### src/rtl/apuf_multi_ctrl_if.sv
// Host-side request/result bundle for apuf_multi_ctrl.
// The host drives the request and the controller returns the voted result.
interface apuf_multi_ctrl_if #(
  parameter int unsigned N    = 64,
  parameter int unsigned REPS = 5
);
  localparam int unsigned OnesW = $clog2(REPS + 1);

  logic             start;
  logic [N-1:0]     challenge;
  logic [1:0]       mode;
  logic             busy;
  logic             resp_valid;
  logic             resp_bit;
  logic             timeout;
  logic [OnesW-1:0] ones_count;

  modport master (
    output start, challenge, mode,
    input  busy, resp_valid, resp_bit, timeout, ones_count
  );

  modport slave (
    input  start, challenge, mode,
    output busy, resp_valid, resp_bit, timeout, ones_count
  );
endinterface

### src/rtl/apuf_multi_ctrl.sv
// Challenge/response sequencer for K arbiter-PUF chains: single, K-XOR and interpose modes,
// with a majority vote over REPS evaluations and a per-evaluation ready timeout.
module apuf_multi_ctrl #(
  parameter int unsigned N      = 64,
  parameter int unsigned K      = 4,
  parameter int unsigned IPOS   = 32,
  parameter int unsigned SETTLE = 4,
  parameter int unsigned TMO    = 255,
  parameter int unsigned REPS   = 5
) (
  input  logic           clk_i,
  input  logic           rst_ni,
  apuf_multi_ctrl_if.slave host_io,
  output logic [N-1:0]   puf_chal_low_o,
  output logic [N-1:0]   puf_chal_up_o,
  output logic [K-1:0]   puf_tig_o,
  input  logic [K-1:0]   puf_ready_i,
  input  logic [K-1:0]   puf_resp_i
);

  localparam int unsigned OnesW  = $clog2(REPS + 1);
  localparam int unsigned CntMax = (TMO > SETTLE) ? TMO : SETTLE;
  localparam int unsigned CntW   = $clog2(CntMax + 1);

  localparam logic [CntW-1:0]  SettleLast = CntW'(SETTLE - 1);
  localparam logic [CntW-1:0]  TmoLast    = CntW'(TMO - 1);
  localparam logic [OnesW-1:0] RepsVal    = OnesW'(REPS);
  localparam logic [OnesW-1:0] HalfReps   = OnesW'(REPS / 2);
  localparam logic [K-1:0]     Chain0     = K'(1);

  typedef enum logic [2:0] {StIdle, StSetup, StFire, StWait, StNext, StDone} state_e;

  state_e           state_q, state_d;
  logic [N-1:0]     chal_q, chal_d;
  logic [N-1:0]     chal_up_q, chal_up_d;
  logic [1:0]       mode_q, mode_d;
  logic             stage_q, stage_d;
  logic [CntW-1:0]  cnt_q, cnt_d;
  logic [OnesW-1:0] rep_q, rep_d;
  logic [OnesW-1:0] ones_q, ones_d;
  logic             eval_q, eval_d;
  logic             resp_bit_q, resp_bit_d;
  logic             timeout_q, timeout_d;

  logic             is_xor, is_ipuf;
  logic [K-1:0]     sel_mask;
  logic             all_ready;
  logic             eval_now;

  // Mode 11 falls through to single-chain behaviour.
  assign is_xor  = (mode_q == 2'b01);
  assign is_ipuf = (mode_q == 2'b10);

  always_comb begin
    sel_mask = Chain0;
    if (is_xor) begin
      sel_mask = '1;
    end else if (is_ipuf && stage_q) begin
      sel_mask = ~Chain0;
    end
  end

  assign all_ready = &(puf_ready_i | ~sel_mask);

  always_comb begin
    eval_now = puf_resp_i[0];
    if (is_xor) begin
      eval_now = ^puf_resp_i;
    end else if (is_ipuf) begin
      eval_now = ^(puf_resp_i & ~Chain0);
    end
  end

  always_comb begin
    state_d    = state_q;
    chal_d     = chal_q;
    chal_up_d  = chal_up_q;
    mode_d     = mode_q;
    stage_d    = stage_q;
    cnt_d      = cnt_q;
    rep_d      = rep_q;
    ones_d     = ones_q;
    eval_d     = eval_q;
    resp_bit_d = resp_bit_q;
    timeout_d  = timeout_q;

    unique case (state_q)
      StIdle: begin
        if (host_io.start) begin
          state_d    = StSetup;
          chal_d     = host_io.challenge;
          chal_up_d  = host_io.challenge;
          mode_d     = host_io.mode;
          stage_d    = 1'b0;
          cnt_d      = '0;
          rep_d      = '0;
          ones_d     = '0;
          resp_bit_d = 1'b0;
          timeout_d  = 1'b0;
        end
      end
      StSetup: begin
        if (cnt_q == SettleLast) begin
          state_d = StFire;
          cnt_d   = '0;
        end else begin
          cnt_d = cnt_q + 1'b1;
        end
      end
      StFire: begin
        state_d = StWait;
        cnt_d   = '0;
      end
      StWait: begin
        if (all_ready) begin
          cnt_d = '0;
          if (is_ipuf && !stage_q) begin
            // Stage-1 result from the lower chain is interposed into the upper challenge.
            chal_up_d       = chal_q;
            chal_up_d[IPOS] = puf_resp_i[0];
            stage_d         = 1'b1;
            state_d         = StSetup;
          end else begin
            eval_d  = eval_now;
            state_d = StNext;
          end
        end else if (cnt_q == TmoLast) begin
          state_d    = StDone;
          timeout_d  = 1'b1;
          resp_bit_d = 1'b0;
        end else begin
          cnt_d = cnt_q + 1'b1;
        end
      end
      StNext: begin
        ones_d    = ones_q + OnesW'(eval_q);
        rep_d     = rep_q + 1'b1;
        stage_d   = 1'b0;
        chal_up_d = chal_q;
        cnt_d     = '0;
        if (rep_d == RepsVal) begin
          state_d    = StDone;
          resp_bit_d = (ones_d > HalfReps);
        end else begin
          state_d = StSetup;
        end
      end
      StDone: begin
        state_d = StIdle;
      end
      default: begin
        state_d = StIdle;
      end
    endcase
  end

  always_ff @(posedge clk_i) begin
    if (!rst_ni) begin
      state_q    <= StIdle;
      chal_q     <= '0;
      chal_up_q  <= '0;
      mode_q     <= 2'b00;
      stage_q    <= 1'b0;
      cnt_q      <= '0;
      rep_q      <= '0;
      ones_q     <= '0;
      eval_q     <= 1'b0;
      resp_bit_q <= 1'b0;
      timeout_q  <= 1'b0;
    end else begin
      state_q    <= state_d;
      chal_q     <= chal_d;
      chal_up_q  <= chal_up_d;
      mode_q     <= mode_d;
      stage_q    <= stage_d;
      cnt_q      <= cnt_d;
      rep_q      <= rep_d;
      ones_q     <= ones_d;
      eval_q     <= eval_d;
      resp_bit_q <= resp_bit_d;
      timeout_q  <= timeout_d;
    end
  end

  assign puf_tig_o      = (state_q == StFire || state_q == StWait) ? sel_mask : '0;
  assign puf_chal_low_o = chal_q;
  assign puf_chal_up_o  = chal_up_q;

  assign host_io.busy       = (state_q != StIdle);
  assign host_io.resp_valid = (state_q == StDone);
  assign host_io.resp_bit   = resp_bit_q;
  assign host_io.timeout    = timeout_q;
  assign host_io.ones_count = ones_q;

endmodule
### src/flat_wrapper.sv
// flat-port wrapper written by rule: the top's interface ports become plain ports
module apuf_multi_ctrl_flat 
#(
  parameter int unsigned N      = 64,
  parameter int unsigned K      = 4,
  parameter int unsigned IPOS   = 32,
  parameter int unsigned SETTLE = 4,
  parameter int unsigned TMO    = 255,
  parameter int unsigned REPS   = 5
)
  (clk_i, rst_ni, puf_chal_low_o, puf_chal_up_o, puf_tig_o, puf_ready_i, puf_resp_i, host_io_start, host_io_challenge, host_io_mode, host_io_busy, host_io_resp_valid, host_io_resp_bit, host_io_timeout, host_io_ones_count);
  apuf_multi_ctrl_if #(.N(N), .REPS(REPS)) host_io_i ();
  input  logic clk_i;
  input  logic rst_ni;
  output logic [N-1:0] puf_chal_low_o;
  output logic [N-1:0] puf_chal_up_o;
  output logic [K-1:0] puf_tig_o;
  input  logic [K-1:0] puf_ready_i;
  input  logic [K-1:0] puf_resp_i;
  input wire logic [$bits(host_io_i.start)-1:0] host_io_start;
  input wire logic [$bits(host_io_i.challenge)-1:0] host_io_challenge;
  input wire logic [$bits(host_io_i.mode)-1:0] host_io_mode;
  output wire logic [$bits(host_io_i.busy)-1:0] host_io_busy;
  output wire logic [$bits(host_io_i.resp_valid)-1:0] host_io_resp_valid;
  output wire logic [$bits(host_io_i.resp_bit)-1:0] host_io_resp_bit;
  output wire logic [$bits(host_io_i.timeout)-1:0] host_io_timeout;
  output wire logic [$bits(host_io_i.ones_count)-1:0] host_io_ones_count;
  assign host_io_i.start = host_io_start;
  assign host_io_i.challenge = host_io_challenge;
  assign host_io_i.mode = host_io_mode;
  assign host_io_busy = host_io_i.busy;
  assign host_io_resp_valid = host_io_i.resp_valid;
  assign host_io_resp_bit = host_io_i.resp_bit;
  assign host_io_timeout = host_io_i.timeout;
  assign host_io_ones_count = host_io_i.ones_count;
  apuf_multi_ctrl #(.N(N), .K(K), .IPOS(IPOS), .SETTLE(SETTLE), .TMO(TMO), .REPS(REPS)) u_core (.clk_i(clk_i), .rst_ni(rst_ni), .host_io(host_io_i), .puf_chal_low_o(puf_chal_low_o), .puf_chal_up_o(puf_chal_up_o), .puf_tig_o(puf_tig_o), .puf_ready_i(puf_ready_i), .puf_resp_i(puf_resp_i));
endmodule
### config.mk
export PLATFORM = sky130hd
export DESIGN_NAME = apuf_multi_ctrl_flat
export DESIGN_NICKNAME = d
export VERILOG_FILES = /design/src/rtl/apuf_multi_ctrl_if.sv /design/src/rtl/apuf_multi_ctrl.sv /design/src/flat_wrapper.sv
export SDC_FILE = /design/constraint.sdc
export NUM_CORES = 1
export LEC_CHECK = 0
export BUFFER_PORTS_ARGS = -buffer_cell sky130_fd_sc_hd__buf_2
export CORE_MARGIN = 2
export CORE_UTILIZATION = 45
export CTS_CLUSTER_DIAMETER = 40
export DETAILED_ROUTE_END_ITERATION = 8
export GPL_ROUTABILITY_DRIVEN = 0
export HOLD_SLACK_MARGIN = 0.1
export PLACE_DENSITY = 0.72
export SYNTH_ARGS = -nofsm -noshare
export SYNTH_HDL_FRONTEND = slang
export SYNTH_SLANG_ARGS = --single-unit
### constraint.sdc
create_clock -name clk_i -period 3.9 [get_ports clk_i]
set_clock_uncertainty 0.05 [all_clocks]
set_input_delay 1.17 -clock clk_i [delete_from_list [all_inputs] [get_ports clk_i]]
set_output_delay 1.17 -clock clk_i [all_outputs]
set_load 0.01 [all_outputs]
==> impl_metrics.xml, run 1 <==
<?xml version="1.0" encoding="UTF-8"?>
<metrics>
  <group name="outcome">
    <metric name="status" unit="">completed</metric>
  </group>
  <group name="setup_path">
    <metric name="crit_required" unit="ps">2680</metric>
    <metric name="cp-end-kind" unit="">output pin</metric>
    <metric name="critical-path-max-stage-delay" unit="ps">540</metric>
    <metric name="worst_r2r_startpoint" unit="">u_core.state_q[0]</metric>
    <metric name="endpoint" unit="">puf_tig_o[1]</metric>
    <metric name="startpoint" unit="">u_core.state_q[1]</metric>
    <metric name="reg2reg_depth" unit="">6</metric>
    <metric name="r2r_setup_slack" unit="ps">1420</metric>
    <metric name="critPathTopFamily" unit="">flip-flops</metric>
    <metric name="worst-setup-path-type" unit="">register to output pin</metric>
    <metric name="worst-endpoint-arrival" unit="ps">1690</metric>
    <metric name="critical_path.reg2reg.endpoint" unit="">u_core.puf_chal_up_o[53]</metric>
    <metric name="path_cells" unit="">or2b_1 &gt; a21oi_1 &gt; buf_2</metric>
    <metric name="timing.critical_path.slowest_stage_cell" unit="">dfxtp_1</metric>
    <metric name="cp_num_buf_inv" unit="">1</metric>
    <metric name="timing.critical_path.depth" unit="">3</metric>
    <metric name="crit_fanout" unit="">13</metric>
    <metric name="worstSetupStartpointType" unit="">register</metric>
  </group>
  <group name="clock_network">
    <metric name="worst_setup_hold_path_clk_slew" unit="ps">60</metric>
    <metric name="tritoncts.num_buffers" unit="">17</metric>
    <metric name="clock-sinks" unit="">151</metric>
    <metric name="clk-insertion-delay-late" unit="ps">410</metric>
    <metric name="ctsHtreeMaxLevel" unit="">4</metric>
    <metric name="clk_root_buffer_cell" unit="">clkbuf_16</metric>
    <metric name="cells_resized_by_post_cts_repair" unit="">0</metric>
    <metric name="cts_max_path_bufs" unit="">2</metric>
    <metric name="post-cts-setup-buffer-count" unit="">0</metric>
    <metric name="holdBufCountCts" unit="">0</metric>
    <metric name="tritoncts_clock_tree" unit="">done</metric>
  </group>
  <group name="global_routing">
    <metric name="met2_usage" unit="%">34.5</metric>
    <metric name="grt.busiest_layer" unit="">met2</metric>
    <metric name="first_global_vias" unit="">5457</metric>
    <metric name="grt-ovfl-total" unit="">0</metric>
    <metric name="grt_pass1_wl" unit="mm">27.0</metric>
    <metric name="grt.met3_usage" unit="%">6.44</metric>
    <metric name="met1_usage" unit="%">26.2</metric>
    <metric name="grt.total_usage" unit="%">21.1</metric>
    <metric name="grt_max_degree" unit="">86</metric>
    <metric name="grt_antenna_before_repair" unit="">1</metric>
  </group>
  <group name="final_layout">
    <metric name="fill_cells" unit="">1357</metric>
    <metric name="seq_area" unit="mm2">0.00302</metric>
    <metric name="multiInputGateArea" unit="mm2">0.00315</metric>
    <metric name="finish.net_count" unit="">1018</metric>
    <metric name="areaGrowthSynthToFinish" unit="%">24.5</metric>
    <metric name="post_route_cells_drive_above_1_share" unit="%">28.3</metric>
  </group>
  <group name="yosys">
    <metric name="mappedNetlistNets" unit="">832</metric>
    <metric name="synth.ff_latch_count" unit="">151</metric>
    <metric name="synth.area.top_cells" unit="">dfxtp_1 (46%), mux2i_1 (9.7%), nand2_1 (8.5%)</metric>
    <metric name="cell_with_the_most_instances_after_synthesis" unit="">dfxtp_1</metric>
    <metric name="synth_async_reset_ratio" unit="%">0</metric>
    <metric name="synth-seq-area-share" unit="%">46.0</metric>
    <metric name="syn-instance-count" unit="">749</metric>
    <metric name="ys_warn_count" unit="">0</metric>
    <metric name="post_synth_instance_area" unit="mm2">0.00658</metric>
    <metric name="synth.largest_area_cell" unit="">dfxtp_1</metric>
    <metric name="post-synth-top-area-fraction" unit="%">46.0</metric>
    <metric name="yosys_most_used_dff" unit="">dfxtp_1</metric>
    <metric name="number_of_synthesized_flops_with_an_enable_pin" unit="">0</metric>
    <metric name="synth_cell_types" unit="">55</metric>
    <metric name="syn-mean-instance-area" unit="um2">8.78</metric>
    <metric name="synth.top_cells.by_count" unit="">dfxtp_1 (151), nand2_1 (149), nor2_1 (77)</metric>
  </group>
  <group name="sta">
    <metric name="timing_hold_violations_final" unit="">0</metric>
    <metric name="timing.max_slew.rel_slack" unit="%">47.9</metric>
    <metric name="grt_setup_unrepaired" unit="">false</metric>
    <metric name="report.final.slew_viol_count" unit="">0</metric>
    <metric name="fmax" unit="MHz">343</metric>
    <metric name="setup_viol" unit="">0</metric>
    <metric name="final_period_minus_worst_setup_slack" unit="ps">2910</metric>
    <metric name="totalNegativeSetupSlack" unit="ps">0</metric>
    <metric name="worst_slew_pin_slew" unit="ps">778</metric>
    <metric name="layout_worst_path_cycle_share" unit="%">74.7</metric>
  </group>
  <group name="detailed_routing">
    <metric name="post_drt_via_cell_ratio" unit="">5.16</metric>
    <metric name="drc" unit="">0</metric>
    <metric name="drtAntennaViolNets" unit="">0</metric>
    <metric name="via_count" unit="">5846</metric>
    <metric name="detailedRoute.firstPassIterationCount" unit="">4</metric>
    <metric name="detail_route.wirelength" unit="mm">16.6</metric>
    <metric name="routedWlPerCell" unit="um">14.6</metric>
    <metric name="drt_first_iter_violations" unit="">303</metric>
  </group>
  <group name="placed_design">
    <metric name="placement.io_buffers" unit="">215</metric>
    <metric name="detailedPlacementHpwl" unit="mm">11.3</metric>
  </group>
  <group name="floorplan">
    <metric name="die-area" unit="mm2">0.0156</metric>
    <metric name="initial_utilization" unit="%">45.6</metric>
    <metric name="die_w" unit="um">125</metric>
    <metric name="die_y" unit="um">125</metric>
    <metric name="fp-row-count" unit="">44</metric>
    <metric name="pin_count" unit="">216</metric>
    <metric name="core_area" unit="mm2">0.0144</metric>
  </group>
  <group name="flow_run">
    <metric name="max_cap_violations" unit="">0</metric>
  </group>
  <group name="worst_hold_path">
    <metric name="min-delay-path-class" unit="">register to register</metric>
    <metric name="min-delay-start" unit="">u_core.host_io.timeout</metric>
  </group>
  <group name="pwr">
    <metric name="ir_worst_vdd" unit="mV">0.320</metric>
    <metric name="powerDensity" unit="mW/mm2">566</metric>
    <metric name="p_total" unit="W">0.00464</metric>
    <metric name="p_leak" unit="nW">4.04</metric>
  </group>
</metrics>
-- how the worst min path moves through the flow --
stage                                   to  slack [ps]  cells past startpoint
finish              u_core.host_io.timeout         400                      2
CTS                 u_core.host_io.timeout         400                      2
global placement    u_core.host_io.timeout         390                      2
floorplan                  u_core.rep_q[2]         400                      2
detailed placement  u_core.host_io.timeout         390                      2
global route        u_core.host_io.timeout         430                      2
-- kinds of logic (layout without fill, tap and decap cells) --
| kind of cell | Yosys count | count (layout) | share of synthesized area (%) |
|---|---|---|---|
| xor gates and xnor gates | 1 | 1 | 0.342 |
| muxes | 64 | 64 | 9.74 |
| and+or+nand+nor | 276 | 276 | 18.0 |
| AOI/OAI and AO/OA | 184 | 184 | 18.4 |
| other | 0 | 1 | 0 |
| DFF | 151 | 151 | 46.0 |
| adders and majority gates | 6 | 6 | 1.14 |
| buffers and inverters | 67 | 266 | 6.41 |
-- state kept, by name, indices dropped and copies added, names as in the netlist --
signal,count
u_core.host_io.resp_bit,1
u_core.stage_q,1
u_core.host_io.timeout,1
u_core.eval_q,1
u_core.puf_chal_up_o,64
u_core.puf_chal_low_o,64
u_core.host_io.ones_count,3
u_core.rep_q,3
u_core.cnt_q,8
u_core.mode_q,2
u_core.state_q,3
-- stage by stage --
stage	hold WS (ps)	instances	instance area, um2	util [%]	setup WS [ps]
2_1_floorplan	395	749	6580	-	1500
3_3_place_gp	392	1100	7630	52.9	1330
3_5_place_dp	393	1100	7630	52.9	1300
4_1_cts	401	1132	8190	56.7	970
5_1_grt	431	1133	8190	56.8	866
6_report	400	1133	8190	56.8	988
-- layout make-up --
class                      count  share of cell area (%)
inverter                      10                   0.489
timing repair buffer         224                    14.6
clock inverter                11                    1.22
antenna                        1                  0.0306
tap                          184                    2.81
multi-input combinational    531                    38.4
sequential                   151                    36.9
clock buffer                  21                    5.50
-- power by group --
group | switching, W | internal (W)
combinational | 0.000730 | 0.000469
clock | 0.000626 | 0.000895
sequential | 0.000148 | 0.00177
-- routing by layer --
layer / up-vias / routed length, um
met5: - / 0
met4: 0 / 339
met3: 21 / 1190
met2: 175 / 7790
met1: 2667 / 7240
li1: 2983 / -
-- cells in the final DEF (no fill, tap or decap), types with 6 or more instances in the layout --
master and instances:
nor3_1 7, clkbuf_16 17, nand3_1 10, buf_2 215, o21ai_0 7, a211oi_1 66
mux2i_1 64, nand2b_1 6, nor2_1 77, a21oi_1 75, dfxtp_1 151, nand2_1 148
inv_1 9, ha_1 6
-- worst register-to-register path, delay by kind of cell (launching register included) --
family / cells / cell delay, ps
simple gates: 3 / 1100
compound gates: 1 / 90
buf+inv: 1 / 340
flops: 1 / 550
mux: 1 / 220
(Power assumes the default switching activity.)
==> run 2: changes to the inputs <==
- ABC_AREA: unset -> 1
- clock period: 3.9 -> 2.8 ns (I/O delays scaled with it)
==> run 2 against run 1 <==
Effect of this change: non-clock buffer count grew 7; clock-buffer cell count is the same; utilization rose by 0.15 points; sequential power increased by 56%; final cell count increased by 21%; global-route usage is 4.3 points higher; critical path type unchanged.
==> impl_metrics.xml, run 2 <==
<?xml version="1.0" encoding="UTF-8"?>
<metrics>
  <group name="placed_design">
    <metric name="detailedPlacementHpwl" unit="mm">13.0</metric>
    <metric name="dp_worst_setup_slack" unit="ps">532</metric>
    <metric name="placed_instance_count" unit="">1343</metric>
    <metric name="placement.io_buffers" unit="">215</metric>
  </group>
  <group name="sta">
    <metric name="timing.max_slew.rel_slack" unit="%">45.6</metric>
    <metric name="final_period_minus_worst_setup_slack" unit="ps">2330</metric>
    <metric name="fin_ws" unit="ps">471</metric>
    <metric name="report.final.slew_viol_count" unit="">0</metric>
    <metric name="grt_setup_unrepaired" unit="">false</metric>
    <metric name="worst_slew_pin_slew" unit="ps">816</metric>
    <metric name="fmax" unit="MHz">429</metric>
    <metric name="holdWs" unit="ps">406</metric>
    <metric name="layout_worst_path_cycle_share" unit="%">83.2</metric>
    <metric name="totalNegativeSetupSlack" unit="ps">0</metric>
    <metric name="timing_hold_violations_final" unit="">0</metric>
    <metric name="setup_viol" unit="">0</metric>
  </group>
  <group name="clock_network">
    <metric name="tritoncts_clock_tree" unit="">done</metric>
    <metric name="worst_setup_hold_path_clk_slew" unit="ps">60</metric>
    <metric name="cells_resized_by_post_cts_repair" unit="">0</metric>
    <metric name="clock-sinks" unit="">151</metric>
    <metric name="cts_max_path_bufs" unit="">2</metric>
    <metric name="ctsHtreeMaxLevel" unit="">4</metric>
    <metric name="clk-insertion-delay-late" unit="ps">420</metric>
    <metric name="post-cts-setup-buffer-count" unit="">0</metric>
    <metric name="holdBufCountCts" unit="">0</metric>
    <metric name="tritoncts.num_buffers" unit="">17</metric>
    <metric name="clk_root_buffer_cell" unit="">clkbuf_16</metric>
  </group>
  <group name="yosys">
    <metric name="cell_with_the_most_instances_after_synthesis" unit="">nand2_1</metric>
    <metric name="synth.ff_latch_count" unit="">151</metric>
    <metric name="syn-instance-count" unit="">1005</metric>
    <metric name="synth.largest_area_cell" unit="">dfxtp_1</metric>
    <metric name="yosys_most_used_dff" unit="">dfxtp_1</metric>
    <metric name="number_of_synthesized_flops_with_an_enable_pin" unit="">0</metric>
    <metric name="post-synth-top-area-fraction" unit="%">43.7</metric>
    <metric name="ys_warn_count" unit="">0</metric>
    <metric name="synth.top_cells.by_count" unit="">nand2_1 (380), dfxtp_1 (151), a21oi_1 (146)</metric>
    <metric name="post_synth_instance_area" unit="mm2">0.00692</metric>
    <metric name="synth_cell_types" unit="">29</metric>
    <metric name="synth.area.top_cells" unit="">dfxtp_1 (44%), nand2_1 (21%), a21oi_1 (11%)</metric>
    <metric name="syn-mean-instance-area" unit="um2">6.88</metric>
    <metric name="synth_async_reset_ratio" unit="%">0</metric>
    <metric name="synth-seq-area-share" unit="%">43.7</metric>
    <metric name="mappedNetlistNets" unit="">1088</metric>
  </group>
  <group name="worst_hold_path">
    <metric name="min_delay_path_depth" unit="">2</metric>
    <metric name="min-delay-path-class" unit="">register to register</metric>
  </group>
  <group name="final_layout">
    <metric name="utilization" unit="%">56.9</metric>
    <metric name="post_route_cells_drive_above_1_share" unit="%">23.0</metric>
    <metric name="most-common-layout-cells" unit="">nand2_1 (379), buf_2 (215), dfxtp_1 (151), a21oi_1 (146), nand3_1 (78)</metric>
    <metric name="layout.cells.most_common" unit="">nand2_1</metric>
    <metric name="post_layout_nonfiller_instances" unit="">1374</metric>
    <metric name="fill_cells" unit="">1525</metric>
    <metric name="areaGrowthSynthToFinish" unit="%">24.1</metric>
    <metric name="finish.net_count" unit="">1257</metric>
  </group>
  <group name="floorplan">
    <metric name="initial_utilization" unit="%">45.8</metric>
    <metric name="fp-row-count" unit="">45</metric>
    <metric name="die-area" unit="mm2">0.0164</metric>
    <metric name="core_area" unit="mm2">0.0151</metric>
    <metric name="die_w" unit="um">128</metric>
    <metric name="die_y" unit="um">128</metric>
    <metric name="pin_count" unit="">216</metric>
  </group>
  <group name="setup_path">
    <metric name="reg2reg_depth" unit="">9</metric>
    <metric name="startpoint" unit="">u_core.state_q[1]</metric>
    <metric name="cp-end-kind" unit="">output pin</metric>
    <metric name="worstSetupStartpointType" unit="">register</metric>
    <metric name="worst_r2r_startpoint" unit="">u_core.state_q[1]</metric>
    <metric name="critical_path.reg2reg.endpoint" unit="">u_core.puf_chal_up_o[59]</metric>
    <metric name="crit_fanout" unit="">6</metric>
    <metric name="worst-setup-path-type" unit="">register to output pin</metric>
    <metric name="r2r_setup_slack" unit="ps">490</metric>
    <metric name="worst-endpoint-arrival" unit="ps">1440</metric>
    <metric name="endpoint" unit="">puf_tig_o[3]</metric>
    <metric name="crit_required" unit="ps">1910</metric>
  </group>
  <group name="global_routing">
    <metric name="grt_max_degree" unit="">136</metric>
    <metric name="grt_pass1_wl" unit="mm">33.6</metric>
    <metric name="first_global_vias" unit="">6648</metric>
    <metric name="grt-ovfl-total" unit="">0</metric>
    <metric name="grt_antenna_before_repair" unit="">1</metric>
    <metric name="grt.total_usage" unit="%">25.4</metric>
  </group>
  <group name="outcome">
    <metric name="status" unit="">completed</metric>
  </group>
  <group name="detailed_routing">
    <metric name="post_drt_via_cell_ratio" unit="">5.35</metric>
    <metric name="drtAntennaViolNets" unit="">0</metric>
    <metric name="detail_route.wirelength" unit="mm">21.0</metric>
    <metric name="drc" unit="">0</metric>
    <metric name="routedWlPerCell" unit="um">15.2</metric>
    <metric name="drt_first_iter_violations" unit="">717</metric>
    <metric name="via_count" unit="">7352</metric>
    <metric name="detailedRoute.firstPassIterationCount" unit="">7</metric>
  </group>
  <group name="pwr">
    <metric name="ir_worst_vdd" unit="mV">0.951</metric>
    <metric name="p_leak" unit="nW">4.10</metric>
    <metric name="powerDensity" unit="mW/mm2">1000</metric>
  </group>
  <group name="flow_run">
    <metric name="max_cap_violations" unit="">0</metric>
  </group>
</metrics>
==> run 2: cell types whose count changed after synthesis, sizes merged, moves of 64 or more <==
cell    delta
nand2    +234
nand3     +71
a21oi     +69
a211oi    -66
mux2i     -64
nand4     +64
==> run 2: cells by family after synthesis <==
logic type / Yosys count / share of synthesized area, %
buffers and inverters: 116 / 7.33
XOR/XNOR: 7 / 0.886
AO/OA/AOI/OAI: 159 / 11.7
adder cells (fa/ha/maj): 6 / 1.09
AND/OR/NAND/NOR: 566 / 35.3
flip-flops: 151 / 43.7
==> run 2: how the worst min path moves through the flow <==
stage	from	to	slack, ps
floorplan	u_core.stage_q	u_core.stage_q	400
global placement	u_core.puf_chal_up_o[6]	u_core.puf_chal_up_o[6]	400
detailed placement	u_core.puf_chal_up_o[21]	u_core.puf_chal_up_o[21]	400
CTS	u_core.puf_chal_up_o[21]	u_core.puf_chal_up_o[21]	410
global route	u_core.puf_chal_up_o[21]	u_core.puf_chal_up_o[21]	420
finish	u_core.puf_chal_up_o[9]	u_core.puf_chal_up_o[9]	410
==> run 2: worst max-delay path: stages (launching register included) <==
cell     delay, ps
dfxtp_1        510
nand3_4        160
nand2_1        100
nand2_1         50
inv_1           70
buf_2          130
==> run 2: final cells by class <==
cell class                 count  area [um2]  share of cell area (%)
tap                          188         235                    2.74
clock buffer                  21         460                    5.36
inverter                      35         134                    1.56
antenna                        1        2.50                  0.0291
clock inverter                 9        78.8                   0.918
timing repair buffer         231        1260                    14.7
multi-input combinational    738        3400                    39.5
sequential                   151        3020                    35.2
==> run 2: where the power goes <==
part	internal, W	switching (W)	leakage (nW)	total [W]
clock network	0.00125	0.000881	0.264	0.00213
logic	0.00121	0.00228	2.60	0.00349
registers	0.00266	0.000330	1.24	0.00299
total	0.00513	0.00350	4.10	0.00862
==> run 2: through the flow <==
| stage | cell area [um2] | power, W |
|---|---|---|
| floorplan | 6920 | 0.00535 |
| global placement | 8050 | 0.00646 |
| detailed placement | 8050 | 0.00652 |
| finish | 8590 | 0.00862 |
| global route | 8590 | 0.00919 |
| CTS | 8590 | 0.00866 |
==> run 2: routing by layer <==
| metal | GRT usage (%) | vias up | routed length, um |
|---|---|---|---|
| li1 | - | 3662 | - |
| met1 | 35.2 | 3358 | 9460 |
| met2 | 39.3 | 287 | 9590 |
| met3 | 3.96 | 45 | 1280 |
| met4 | 10.9 | 0 | 623 |
| met5 | 0 | - | 0 |
==> run 3: changes to the inputs <==
- clock period: 2.8 -> 2.3 ns (I/O delays scaled with it)
==> run 3 against run 2 <==
Effect of this change: die area is the same; first-iteration DRC count grew 0.56%; flip-flop and latch count is the same; largest power group unchanged.
==> impl_metrics.xml, run 3 (synthesized netlist as in run 2, its figures left out) <==
<?xml version="1.0" encoding="UTF-8"?>
<metrics>
  <group name="pwr">
    <metric name="ir_worst_vdd" unit="mV">1.04</metric>
    <metric name="p_leak" unit="nW">4.13</metric>
    <metric name="powerDensity" unit="mW/mm2">1210</metric>
  </group>
  <group name="detailed_routing">
    <metric name="detail_route.wirelength" unit="mm">21.2</metric>
    <metric name="drc" unit="">0</metric>
    <metric name="drtAntennaViolNets" unit="">0</metric>
    <metric name="detailedRoute.firstPassIterationCount" unit="">5</metric>
    <metric name="via_count" unit="">7493</metric>
    <metric name="post_drt_via_cell_ratio" unit="">5.43</metric>
    <metric name="drt_first_iter_violations" unit="">721</metric>
    <metric name="routedWlPerCell" unit="um">15.3</metric>
  </group>
  <group name="final_layout">
    <metric name="most-common-layout-cells" unit="">nand2_1 (379), buf_2 (215), dfxtp_1 (150), a21oi_1 (146), nand3_1 (78)</metric>
    <metric name="fill_cells" unit="">1476</metric>
    <metric name="post_route_cells_drive_above_1_share" unit="%">23.1</metric>
    <metric name="layout.cells.most_common" unit="">nand2_1</metric>
    <metric name="areaGrowthSynthToFinish" unit="%">25.3</metric>
    <metric name="finish.net_count" unit="">1263</metric>
  </group>
  <group name="clock_network">
    <metric name="clk_root_buffer_cell" unit="">clkbuf_16</metric>
    <metric name="clock-sinks" unit="">151</metric>
    <metric name="worst_setup_hold_path_clk_slew" unit="ps">60</metric>
    <metric name="ctsHtreeMaxLevel" unit="">4</metric>
    <metric name="tritoncts.num_buffers" unit="">17</metric>
    <metric name="tritoncts_clock_tree" unit="">done</metric>
    <metric name="clk-insertion-delay-late" unit="ps">420</metric>
    <metric name="cts_max_path_bufs" unit="">2</metric>
    <metric name="holdBufCountCts" unit="">0</metric>
  </group>
  <group name="setup_path">
    <metric name="crit_top_cell" unit="">nand2_1</metric>
    <metric name="reg2reg_depth" unit="">9</metric>
    <metric name="worst-endpoint-arrival" unit="ps">1430</metric>
    <metric name="timing.critical_path.slowest_stage_cell" unit="">dfxtp_1</metric>
    <metric name="worst-setup-path-type" unit="">register to output pin</metric>
    <metric name="crit_required" unit="ps">1560</metric>
    <metric name="critical_path.reg2reg.endpoint" unit="">u_core.puf_chal_up_o[25]</metric>
    <metric name="cp-end-kind" unit="">output pin</metric>
    <metric name="path_cells" unit="">nand3_4 &gt; nand2_1 &gt; nand2_1 &gt; inv_1 &gt; buf_2</metric>
    <metric name="worstSetupStartpointType" unit="">register</metric>
    <metric name="r2r_setup_slack" unit="ps">270</metric>
    <metric name="critical-path-max-stage-delay" unit="ps">480</metric>
    <metric name="worst_r2r_startpoint" unit="">u_core.state_q[1]</metric>
    <metric name="crit_fanout" unit="">8</metric>
  </group>
  <group name="floorplan">
    <metric name="die_w" unit="um">128</metric>
    <metric name="core_area" unit="mm2">0.0151</metric>
    <metric name="die_y" unit="um">128</metric>
    <metric name="die-area" unit="mm2">0.0164</metric>
    <metric name="pin_count" unit="">216</metric>
    <metric name="initial_utilization" unit="%">45.8</metric>
    <metric name="fp-row-count" unit="">45</metric>
  </group>
  <group name="global_routing">
    <metric name="grt_max_degree" unit="">71</metric>
    <metric name="grt_pass1_wl" unit="mm">33.4</metric>
    <metric name="grt_antenna_before_repair" unit="">1</metric>
    <metric name="first_global_vias" unit="">6649</metric>
    <metric name="grt.total_usage" unit="%">25.5</metric>
    <metric name="grt-ovfl-total" unit="">0</metric>
  </group>
  <group name="sta">
    <metric name="holdWs" unit="ps">406</metric>
    <metric name="timing.max_slew.rel_slack" unit="%">64.4</metric>
    <metric name="setup_viol" unit="">0</metric>
    <metric name="fmax" unit="MHz">461</metric>
    <metric name="timing_hold_violations_final" unit="">0</metric>
    <metric name="grt_setup_unrepaired" unit="">false</metric>
    <metric name="layout_worst_path_cycle_share" unit="%">94.4</metric>
    <metric name="totalNegativeSetupSlack" unit="ps">0</metric>
    <metric name="fin_ws" unit="ps">129</metric>
    <metric name="final_period_minus_worst_setup_slack" unit="ps">2170</metric>
    <metric name="worst_slew_pin_slew" unit="ps">535</metric>
    <metric name="report.final.slew_viol_count" unit="">0</metric>
  </group>
  <group name="worst_hold_path">
    <metric name="min_delay_path_depth" unit="">2</metric>
    <metric name="min-delay-path-class" unit="">register to register</metric>
    <metric name="timing.hold.worst_endpoint" unit="">u_core.puf_chal_up_o[27]</metric>
    <metric name="min-delay-start" unit="">u_core.puf_chal_up_o[27]</metric>
  </group>
  <group name="placed_design">
    <metric name="placement.io_buffers" unit="">215</metric>
    <metric name="detailedPlacementHpwl" unit="mm">13.5</metric>
    <metric name="dp_worst_setup_slack" unit="ps">253</metric>
  </group>
  <group name="flow_run">
    <metric name="max_cap_violations" unit="">0</metric>
  </group>
  <group name="outcome">
    <metric name="status" unit="">completed</metric>
  </group>
</metrics>
==> run 3: cell count changes in the layout (fill, tap and decap cells not counted), sizes merged <==
cell,before,now
clkinvlp,2,1
bufinv,1,0
buf,231,237
clkbuf,21,29
clkinv,6,1
==> run 3: area by class of cell <==
cell class	instances	area, um2	area share [%]
inverter	35	134	1.54
timing repair buffer	237	1340	15.5
clock inverter	2	12.5	0.144
antenna	1	2.50	0.0289
clock buffer	29	520	6.01
tap	188	235	2.71
multi-input combinational	738	3400	39.2
sequential	151	3020	34.9
==> run 3: where the power goes <==
group / total, W / switching (W) / internal [W]
Clock: 0.00254 / 0.00102 / 0.00152
Combinational: 0.00428 / 0.00279 / 0.00149
Sequential: 0.00365 / 0.000404 / 0.00324
==> run 3: what timing repair did <==
action                     CTS  global route
gates resized for setup      0             1
hold endpoints to repair     0             0
buffers inserted             0             0
setup endpoints to repair    0             4
==> run 3: worst max path at each step <==
stage                       from  slack [ps]                       end
2_1_floorplan  u_core.state_q[1]         270              puf_tig_o[2]
3_3_place_gp      puf_ready_i[3]         290  u_core.puf_chal_up_o[52]
3_5_place_dp      puf_ready_i[2]         250           u_core.cnt_q[5]
4_1_cts        u_core.state_q[0]          80              puf_tig_o[2]
5_1_grt        u_core.state_q[1]          10              puf_tig_o[0]
6_report       u_core.state_q[1]         130              puf_tig_o[2]
==> run 3: routing by layer <==
metal | routed length, um | global-route usage, %
met1 | 9480 | 34.2
met3 | 1290 | 5.05
met2 | 9730 | 39.5
met4 | 657 | 12.0
met5 | 0 | 0
==> run 3: through the flow <==
stage / util, % / std cells / total power (W) / area, um2
finish: 57.4 / 1381 / 0.0105 / 8670
detailed placement: 53.9 / 1349 / 0.00794 / 8130
floorplan: - / 1005 / 0.00651 / 6920
global route: 57.4 / 1381 / 0.0112 / 8670
global placement: 53.9 / 1349 / 0.00789 / 8130
CTS: 57.4 / 1380 / 0.0105 / 8660
==> run 3: critical path, delay by kind of cell (launching register included) <==
family / cells / cell delay (ps)
buffers and inverters: 2 / 200
DFF: 1 / 480
and+or+nand+nor: 3 / 330
